===== config.mk =====
export PLATFORM = sky130hd
export DESIGN_NAME = fifo_array_skewed
export DESIGN_NICKNAME = d
export VERILOG_FILES = /design/src/rtl/fifo_array_skewed.sv
export SDC_FILE = /design/constraint.sdc
export NUM_CORES = 2
export LEC_CHECK = 0
export ABC_AREA = 0
export CORE_MARGIN = 2
export CORE_UTILIZATION = 65
export CTS_CLUSTER_SIZE = 40
export DETAILED_ROUTE_END_ITERATION = 7
export GPL_ROUTABILITY_DRIVEN = 1
export PLACE_DENSITY_LB_ADDON = 0.05
export SLEW_MARGIN = 20
export SYNTH_ARGS = -nofsm -noshare
export SYNTH_HDL_FRONTEND = slang
export SYNTH_SLANG_ARGS = --single-unit

===== constraint.sdc =====
create_clock -name clk -period 9.5 [get_ports clk]
set_input_delay 2.375 -clock clk [delete_from_list [all_inputs] [get_ports clk]]
set_output_delay 2.375 -clock clk [all_outputs]
set_load 0.005 [all_outputs]

===== src/rtl/fifo_array_skewed.sv =====
`default_nettype none
// ============================================================================
// Module   : fifo_array_skewed
// Purpose  : Bank of NUM_LANES lock-step FIFOs feeding one edge of a systolic
//            array. All lanes are written together. Reads are either
//            lock-step or diagonally skewed (lane i reads i cycles after
//            lane 0). A read rewind (rd_clr) replays the stored words.
// Option   : FIFO_ARRAY_SKEW_EN - when defined, a NUM_LANES-1 stage shift
//            register of rd_en produces the per-lane read strobes. When it
//            is undefined, all lanes read in lock-step.
// Ports    : clk, rst_n        - clock, asynchronous active-low reset
//            wr_clr            - clear all pointers and the sticky flags
//            rd_clr            - rewind the read pointers (replay)
//            wr_en, data_in    - write one word into every lane
//            rd_en             - read request
//            data_out,valid_out- registered read data and per-lane valid
//            empty,full,count  - per-lane status, decoded from the pointers
//            overflow          - sticky flag: a write was dropped
//            underflow         - sticky flag: a read strobe hit an empty lane
// Revision : 1.0 - initial release
// ============================================================================
module fifo_array_skewed #(
  parameter int DATA_WIDTH     = 8,
  parameter int ELEMS_PER_LANE = 2,
  parameter int NUM_LANES      = 8,
  parameter int DEPTH          = 16
) (
  input  logic                                             clk,
  input  logic                                             rst_n,
  input  logic                                             wr_clr,
  input  logic                                             rd_clr,
  input  logic                                             wr_en,
  input  logic                                             rd_en,
  input  logic [NUM_LANES*DATA_WIDTH*ELEMS_PER_LANE-1:0]   data_in,
  output logic [NUM_LANES*DATA_WIDTH*ELEMS_PER_LANE-1:0]   data_out,
  output logic [NUM_LANES-1:0]                             valid_out,
  output logic [NUM_LANES-1:0]                             empty,
  output logic [NUM_LANES-1:0]                             full,
  output logic [NUM_LANES*($clog2(DEPTH)+1)-1:0]           count,
  output logic                                             overflow,
  output logic                                             underflow
);

  localparam int LANE_W     = DATA_WIDTH * ELEMS_PER_LANE;
  localparam int ADDR_WIDTH = $clog2(DEPTH);
  localparam int PTR_W      = ADDR_WIDTH + 1;
  localparam logic [PTR_W-1:0] C_DEPTH = PTR_W'(DEPTH);

  // All lanes are always written together, so one write pointer serves them.
  logic [PTR_W-1:0]              wr_ptr_q, wr_ptr_d;
  logic [PTR_W-1:0]              rd_ptr_q [NUM_LANES];
  logic [PTR_W-1:0]              rd_ptr_d [NUM_LANES];
  logic [LANE_W-1:0]             mem_q    [NUM_LANES][DEPTH];
  logic [NUM_LANES*LANE_W-1:0]   data_out_q, data_out_d;
  logic [NUM_LANES-1:0]          valid_q, valid_d;
  logic                          overflow_q, overflow_d;
  logic                          underflow_q, underflow_d;

  logic [PTR_W-1:0]              cnt_w [NUM_LANES];
  logic [NUM_LANES-1:0]          empty_w;
  logic [NUM_LANES-1:0]          full_w;
  logic [NUM_LANES-1:0]          rs_w;
  logic [NUM_LANES-1:0]          rd_fire_w;
  logic                          clr_any_w;
  logic                          rd_req_w;
  logic                          wr_acc_w;

  // --------------------------------------------------------------------------
  // Status decode from registered pointers
  // --------------------------------------------------------------------------
  generate
    for (genvar i = 0; i < NUM_LANES; i++) begin : g_status
      assign cnt_w[i]                    = wr_ptr_q - rd_ptr_q[i];
      assign empty_w[i]                  = (cnt_w[i] == '0);
      assign full_w[i]                   = (cnt_w[i] == C_DEPTH);
      assign count[i*PTR_W +: PTR_W]     = cnt_w[i];
    end
  endgenerate

  // Either clear suppresses the read request sampled in the same cycle.
  assign clr_any_w = wr_clr | rd_clr;
  assign rd_req_w  = rd_en & ~clr_any_w;

  // A write is dropped when any lane is full, even if that lane is being read.
  assign wr_acc_w  = wr_en & ~wr_clr & ~(|full_w);

  // --------------------------------------------------------------------------
  // Per-lane read strobes
  // --------------------------------------------------------------------------
`ifdef FIFO_ARRAY_SKEW_EN
  generate
    if (NUM_LANES > 1) begin : g_skew
      // skew_q[k] holds the read request sampled k+1 edges ago.
      logic [NUM_LANES-2:0] skew_q, skew_d;

      always_comb begin
        skew_d = '0;
        if (!clr_any_w) begin
          skew_d[0] = rd_req_w;
          for (int k = 1; k < NUM_LANES - 1; k++) begin
            skew_d[k] = skew_q[k-1];
          end
        end
      end

      always_ff @(posedge clk or negedge rst_n) begin
        if (!rst_n) begin
          skew_q <= '0;
        end else begin
          skew_q <= skew_d;
        end
      end

      // Strobes already in flight are dropped by either clear.
      assign rs_w = clr_any_w ? '0 : {skew_q, rd_req_w};
    end else begin : g_skew_single
      assign rs_w = rd_req_w;
    end
  endgenerate
`else
  assign rs_w = {NUM_LANES{rd_req_w}};
`endif

  assign rd_fire_w = rs_w & ~empty_w;

  // --------------------------------------------------------------------------
  // Next-state logic
  // --------------------------------------------------------------------------
  always_comb begin
    wr_ptr_d    = wr_ptr_q;
    data_out_d  = data_out_q;
    valid_d     = '0;
    overflow_d  = overflow_q;
    underflow_d = underflow_q;
    for (int i = 0; i < NUM_LANES; i++) begin
      rd_ptr_d[i] = rd_ptr_q[i];
    end

    if (wr_clr) begin
      wr_ptr_d    = '0;
      overflow_d  = 1'b0;
      underflow_d = 1'b0;
      for (int i = 0; i < NUM_LANES; i++) begin
        rd_ptr_d[i] = '0;
      end
    end else begin
      if (wr_acc_w) begin
        wr_ptr_d = wr_ptr_q + PTR_W'(1);
      end
      if (wr_en && (|full_w)) begin
        overflow_d = 1'b1;
      end
      if (|(rs_w & empty_w)) begin
        underflow_d = 1'b1;
      end
      for (int i = 0; i < NUM_LANES; i++) begin
        if (rd_clr) begin
          rd_ptr_d[i] = '0;
        end else if (rd_fire_w[i]) begin
          rd_ptr_d[i] = rd_ptr_q[i] + PTR_W'(1);
          data_out_d[i*LANE_W +: LANE_W] = mem_q[i][rd_ptr_q[i][ADDR_WIDTH-1:0]];
        end
      end
      valid_d = rd_fire_w;
    end
  end

  // --------------------------------------------------------------------------
  // Registers
  // --------------------------------------------------------------------------
  always_ff @(posedge clk or negedge rst_n) begin
    if (!rst_n) begin
      wr_ptr_q    <= '0;
      data_out_q  <= '0;
      valid_q     <= '0;
      overflow_q  <= 1'b0;
      underflow_q <= 1'b0;
      for (int i = 0; i < NUM_LANES; i++) begin
        rd_ptr_q[i] <= '0;
      end
    end else begin
      wr_ptr_q    <= wr_ptr_d;
      data_out_q  <= data_out_d;
      valid_q     <= valid_d;
      overflow_q  <= overflow_d;
      underflow_q <= underflow_d;
      for (int i = 0; i < NUM_LANES; i++) begin
        rd_ptr_q[i] <= rd_ptr_d[i];
      end
    end
  end

  // Storage is never reset so that it maps onto plain RAM.
  always_ff @(posedge clk) begin
    if (wr_acc_w) begin
      for (int i = 0; i < NUM_LANES; i++) begin
        mem_q[i][wr_ptr_q[ADDR_WIDTH-1:0]] <= data_in[i*LANE_W +: LANE_W];
      end
    end
  end

  assign data_out  = data_out_q;
  assign valid_out = valid_q;
  assign empty     = empty_w;
  assign full      = full_w;
  assign overflow  = overflow_q;
  assign underflow = underflow_q;

endmodule
`default_nettype wire

-- After elaboration in Yosys (flattened, before gate mapping)
Memories as Yosys holds them, arrays and structs flattened.
Cells that the tools add are included.
- equality and inequality tests: 8
- reduce and logical (&&, ||, !) cells: 31
- multiplexer cells: 52
- $lt $le $gt $ge: 10
- bitwise operators: 20
- add/subtract/negate cells: 17
- operators by type and width (kind ; count):
    $bmux W16 S4 ; 8
    $mux W16 ; 17
    $mux W256 ; 1
    $mux W5 ; 18
    $demux W16 S4 ; 1
    $add A5 B1 Y5 const B ; 9
    $ge A5 B5 Y1 const B ; 9
    $not A4 Y5 ; 9
    $eq A5 B5 Y1 const B ; 8
    $logic_not A5 Y1 ; 8
    $mux W40 ; 1
    $sub A5 B5 Y5 ; 8
    $reduce_and A3 Y1 ; 8
    $reduce_bool A3 Y1 ; 8
    $and A8 B8 Y8 ; 2
    $reduce_or A8 Y1 ; 2
    $mux W8 ; 1
    $not A8 Y8 ; 1
    $reduce_bool A2 Y1 ; 3
    $lt A5 B1 Y1 const B ; 1
    $mux W1 ; 5
    $not A1 Y1 ; 4
    $and A1 B1 Y1 ; 3
    $logic_and A1 B1 Y1 ; 2
    $or A1 B1 Y1 ; 1
- input bits: 134
- word-level logic and storage cells: 159
- output and inout bits: 194
- bits in registers: 183
- bits in writable memories: 2048
- memories kept: 1
- memories (name ; depth ; bits a word ; read ports ; clocked after Yosys merged registers in ; wr ports ; RTL line ; RTL):
    mem_q ; 8 ; 256 ; 8 ; 0 ; 8 ; 53 ; logic [LANE_W-1:0] mem_q [NUM_LANES][DEPTH];

-- Depth between registers and ports, before layout
- depth after elaboration: 7
- depth in mapped cells: 12
- depth with buffers taken out: 11

-- Worst setup path after synthesis
Ideal clock, no wire load.
- path type: input port to flip-flop
- from: in wr_clr
- to: mem mem_q[0][128] (netlist name), enable pin
- setup time: 503 ps
- cell stages on the path: 4
- buffers on the path: 2
- slack: 2965 ps
- arrival time: 6031 ps
- required time: 8997 ps
- path through: clkbuf_1 -> nor2_1 -> clkbuf_1 -> and3_1
- RTL lines (what ; RTL line ; RTL):
    start: declaration ; 30 ; input logic wr_clr,
    end: declaration ; 53 ;

-- Worst setup path after layout
- from: reg wr_ptr_q[0]
- to: out full[0]
- cells in the longest elaborated chain, start to end: 2
- RTL lines (what ; RTL line ; RTL):
    start: declaration ; 50 ; logic [PTR_W-1:0] wr_ptr_q, wr_ptr_d;
    start signal: assignment ; 182 ; wr_ptr_q <= wr_ptr_d;
    $sub A5 B5 Y5 ; 73 ; assign cnt_w[i] = wr_ptr_q - rd_ptr_q[i];
    $eq A5 B5 Y1 ; 75 ; assign full_w[i] = (cnt_w[i] == C_DEPTH);
    end: declaration ; 38 ; output logic [NUM_LANES-1:0] full,
No other way between the ends.

==> reports/summary.txt <==
RSZ-0062 raised after global routing = no
Register-to-register setup slack = 3.26 ns
Share of layout cells above drive strength 1 = 28.1%
R2R Path Start = wr_ptr_q[0]
Syn avg cell area = 23.8 sq um
Final Cycle Share = 76.3%
Core box area = 0.131 sq mm
Yosys warning count = 0
Post-CTS Setup Repair Bufs = 0
Total track usage = 29.5%
Pre-antenna DRT Iters = 8
Clock skew = 0.0211 ns
Busiest grt layer = met2
DPL Wire Length = 99.9 mm
Number of global-route vias before repair = 41608
Element type at the critical path end = output port
Global-route wire length before repair = 285 mm
Internal = 18.6 mW
Sequential area share after synthesis = 77.2%
Worst EP arrival = 4.88 ns
Placed Area = 0.0911 sq mm
Reg2Reg Capture Point = mem_q[0][238]
Maxcap violations = 0
Post-CTS resize count = 0
Slew @ Worst Pin = 1.43 ns
Worst Path Class, Setup = register to output port
First DRT Iteration DRCs = 4529
Worst-Skew Late Latency = 0.83 ns
FF+latch area = 0.0661 sq mm
Routed len/inst = 32.3 um
Leak = 31.1 nW
Cell row count = 133
Routed Wire Length = 193 mm
Mapped Nets = 3775
Hold Crit Depth = 1
Library cells used by synthesis = 53
Largest net degree at the start of global routing = 129
Chip Height = 367 um
Most common cell after layout, fill and taps aside = edfxtp_1
Ys async rst share = 8.20%
Sequential power share = 47.7%
Mapped Cells = 3589
Initial Util = 65.3%
DR vias/cell = 6.66
Violated checks = design-rule violations
Hold Path Class = register to register
Yosys reg bits = 2231
Max-slew violations = 0
Switching pwr = 6.09 mW
Total CTS buffers = 211
Fin. Hold Viols = 0
I/O pins = 328
Initial antenna violation count = 19
Via count = 39748
Worst setup path endpoint = full[0]
Global Route met1 Usage = 42.0%
Setup TNS Final = 0 ns
Routing usage on met3 = 6.47%
Clock share of power = 34.1%
Min Tclk post-route = 7.25 ns
Commonest cells after routing, fill and taps aside = edfxtp_1, mux4_2, clkdlybuf4s50_1
Status = finished, violations left
Synth Flop Type = edfxtp_1
Sw frac = 24.7%
Clk buf depth = 3
Drt drc = 2
Peak supply drop = 0.252 mV
Die area = 0.135 sq mm
Power per cell area = 252 mW/mm^2
Grt total ovfl = 0
Fill cells = 7185
Worst setup startpoint = wr_ptr_q[0]
Post-Syn Area = 0.0856 sq mm
I/O Buffers = 327
Die X = 367 um
CP max FO = 10
# setup viols final = 0
Layout Nets = 4204
Clock-pin slew on the worst setup and hold paths = 0.07 ns
Fmax = 138 MHz
WP data required = 7.13 ns
H-tree depth = 4
Syn-to-layout area delta = 14.7%
Met2 Track Usage GR = 47.4%
Multi-input gate area in the final layout = 0.0187 sq mm
TritonCTS clock tree = built
Logic pwr share = 18.2%
Root Buffer = clkbuf_16
Cts hold-fix bufs = 0
EDFF count, synth = 2048
Routed Antenna Nets = 0
Worst reg2reg path depth = 12
Relative slew slack = 4.63%
Clock sinks = 2231
Setup crit start kind = register
Fin area = 0.0981 sq mm
GP Congestion = 0.837
-- synthesized netlist by cell type (all sizes together), types with 11 or more instances --
| cell type | instances | area, sq um |
|---|---|---|
| inv | 60 | 225 |
| mux2 | 129 | 1460 |
| a21oi | 37 | 185 |
| nand2b | 11 | 68.8 |
| xor2 | 28 | 260 |
| dfrtp | 183 | 4580 |
| edfxtp | 2048 | 61500 |
| nor2 | 53 | 201 |
| mux4 | 640 | 14400 |
| ha | 44 | 551 |
| buf | 91 | 420 |
| nand2 | 32 | 120 |
| clkbuf | 73 | 274 |
| nand4 | 13 | 81.3 |
| and3 | 16 | 100 |
| or3 | 14 | 87.6 |
| xnor2 | 27 | 244 |
-- routing by layer --
metal,vias up,wire length [um]
li1,16107,-
met2,1833,97600
met3,318,16800
met4,18,4160
met1,21472,74100
met5,-,126
-- state kept, by name (all words and copies together) (netlist names) --
register,cells
rd_ptr_q,40
overflow,1
mem_q,2048
data_out,128
underflow,1
valid_out,8
wr_ptr_q,5
-- logic make-up after synthesis --
kind of cell,share of synthesized area (%)
buffers and inverters,1.07
adders and majority gates,0.830
DFF,77.2
muxes,18.6
and+or+nand+nor,1.18
xor gates and xnor gates,0.589
AOI/OAI and AO/OA,0.542
-- per-stage QoR --
stage          instances  util, %  setup slack, ns  hold WS (ns)  power [mW]
3_5_place_dp        5560     69.4             3.23         0.474        16.5
3_3_place_gp        5560     69.4             3.27         0.467        16.3
5_1_grt             5966     74.8             2.20         0.511        25.5
4_1_cts             5961     74.8             2.32         0.488        24.8
2_1_floorplan       3589        -             2.97         0.483        14.3
6_report            5971     74.8             2.25         0.484        24.7
-- power groups by stage --
| stage | clock network, mW | logic [mW] | registers, mW |
|---|---|---|---|
| after CTS | 8.53 | 4.51 | 11.8 |
| after floorplan | 0 | 2.49 | 11.8 |
| after global routing | 8.90 | 4.74 | 11.9 |
| after detailed placement | 0 | 4.47 | 12.0 |
| final | 8.42 | 4.49 | 11.8 |
| after global placement | 0 | 4.37 | 12.0 |
-- worst max-delay path, cell delays in order (launching register included) --
cell,delay [ns]
dfrtp_1,0.44
inv_1,0.58
ha_1,0.29
inv_1,0.06
fa_1,0.48
nand2b_1,0.20
a2111o_1,0.41
a211oi_2,0.90
clkdlybuf4s50_1,0.68
-- layout make-up --
type | count | share of cell area [%]
sequential | 2231 | 67.4
multi-input combinational | 1134 | 19.1
clock buffer | 295 | 6.03
timing repair buffer | 380 | 3.91
tap | 1755 | 2.24
clock inverter | 106 | 1.13
inverter | 60 | 0.230
antenna | 10 | 0.0255
-- worst min path at each step --
stage                            start  slack, ns      endpoint
final                     data_out[42]       0.48  data_out[42]
after global routing      data_out[28]       0.51  data_out[28]
after CTS                 data_out[42]       0.49  data_out[42]
after detailed placement  data_out[42]       0.47  data_out[42]
after global placement    data_out[25]       0.47  data_out[25]
after floorplan           data_out[20]       0.48  data_out[20]
(Power assumes the default switching activity.)
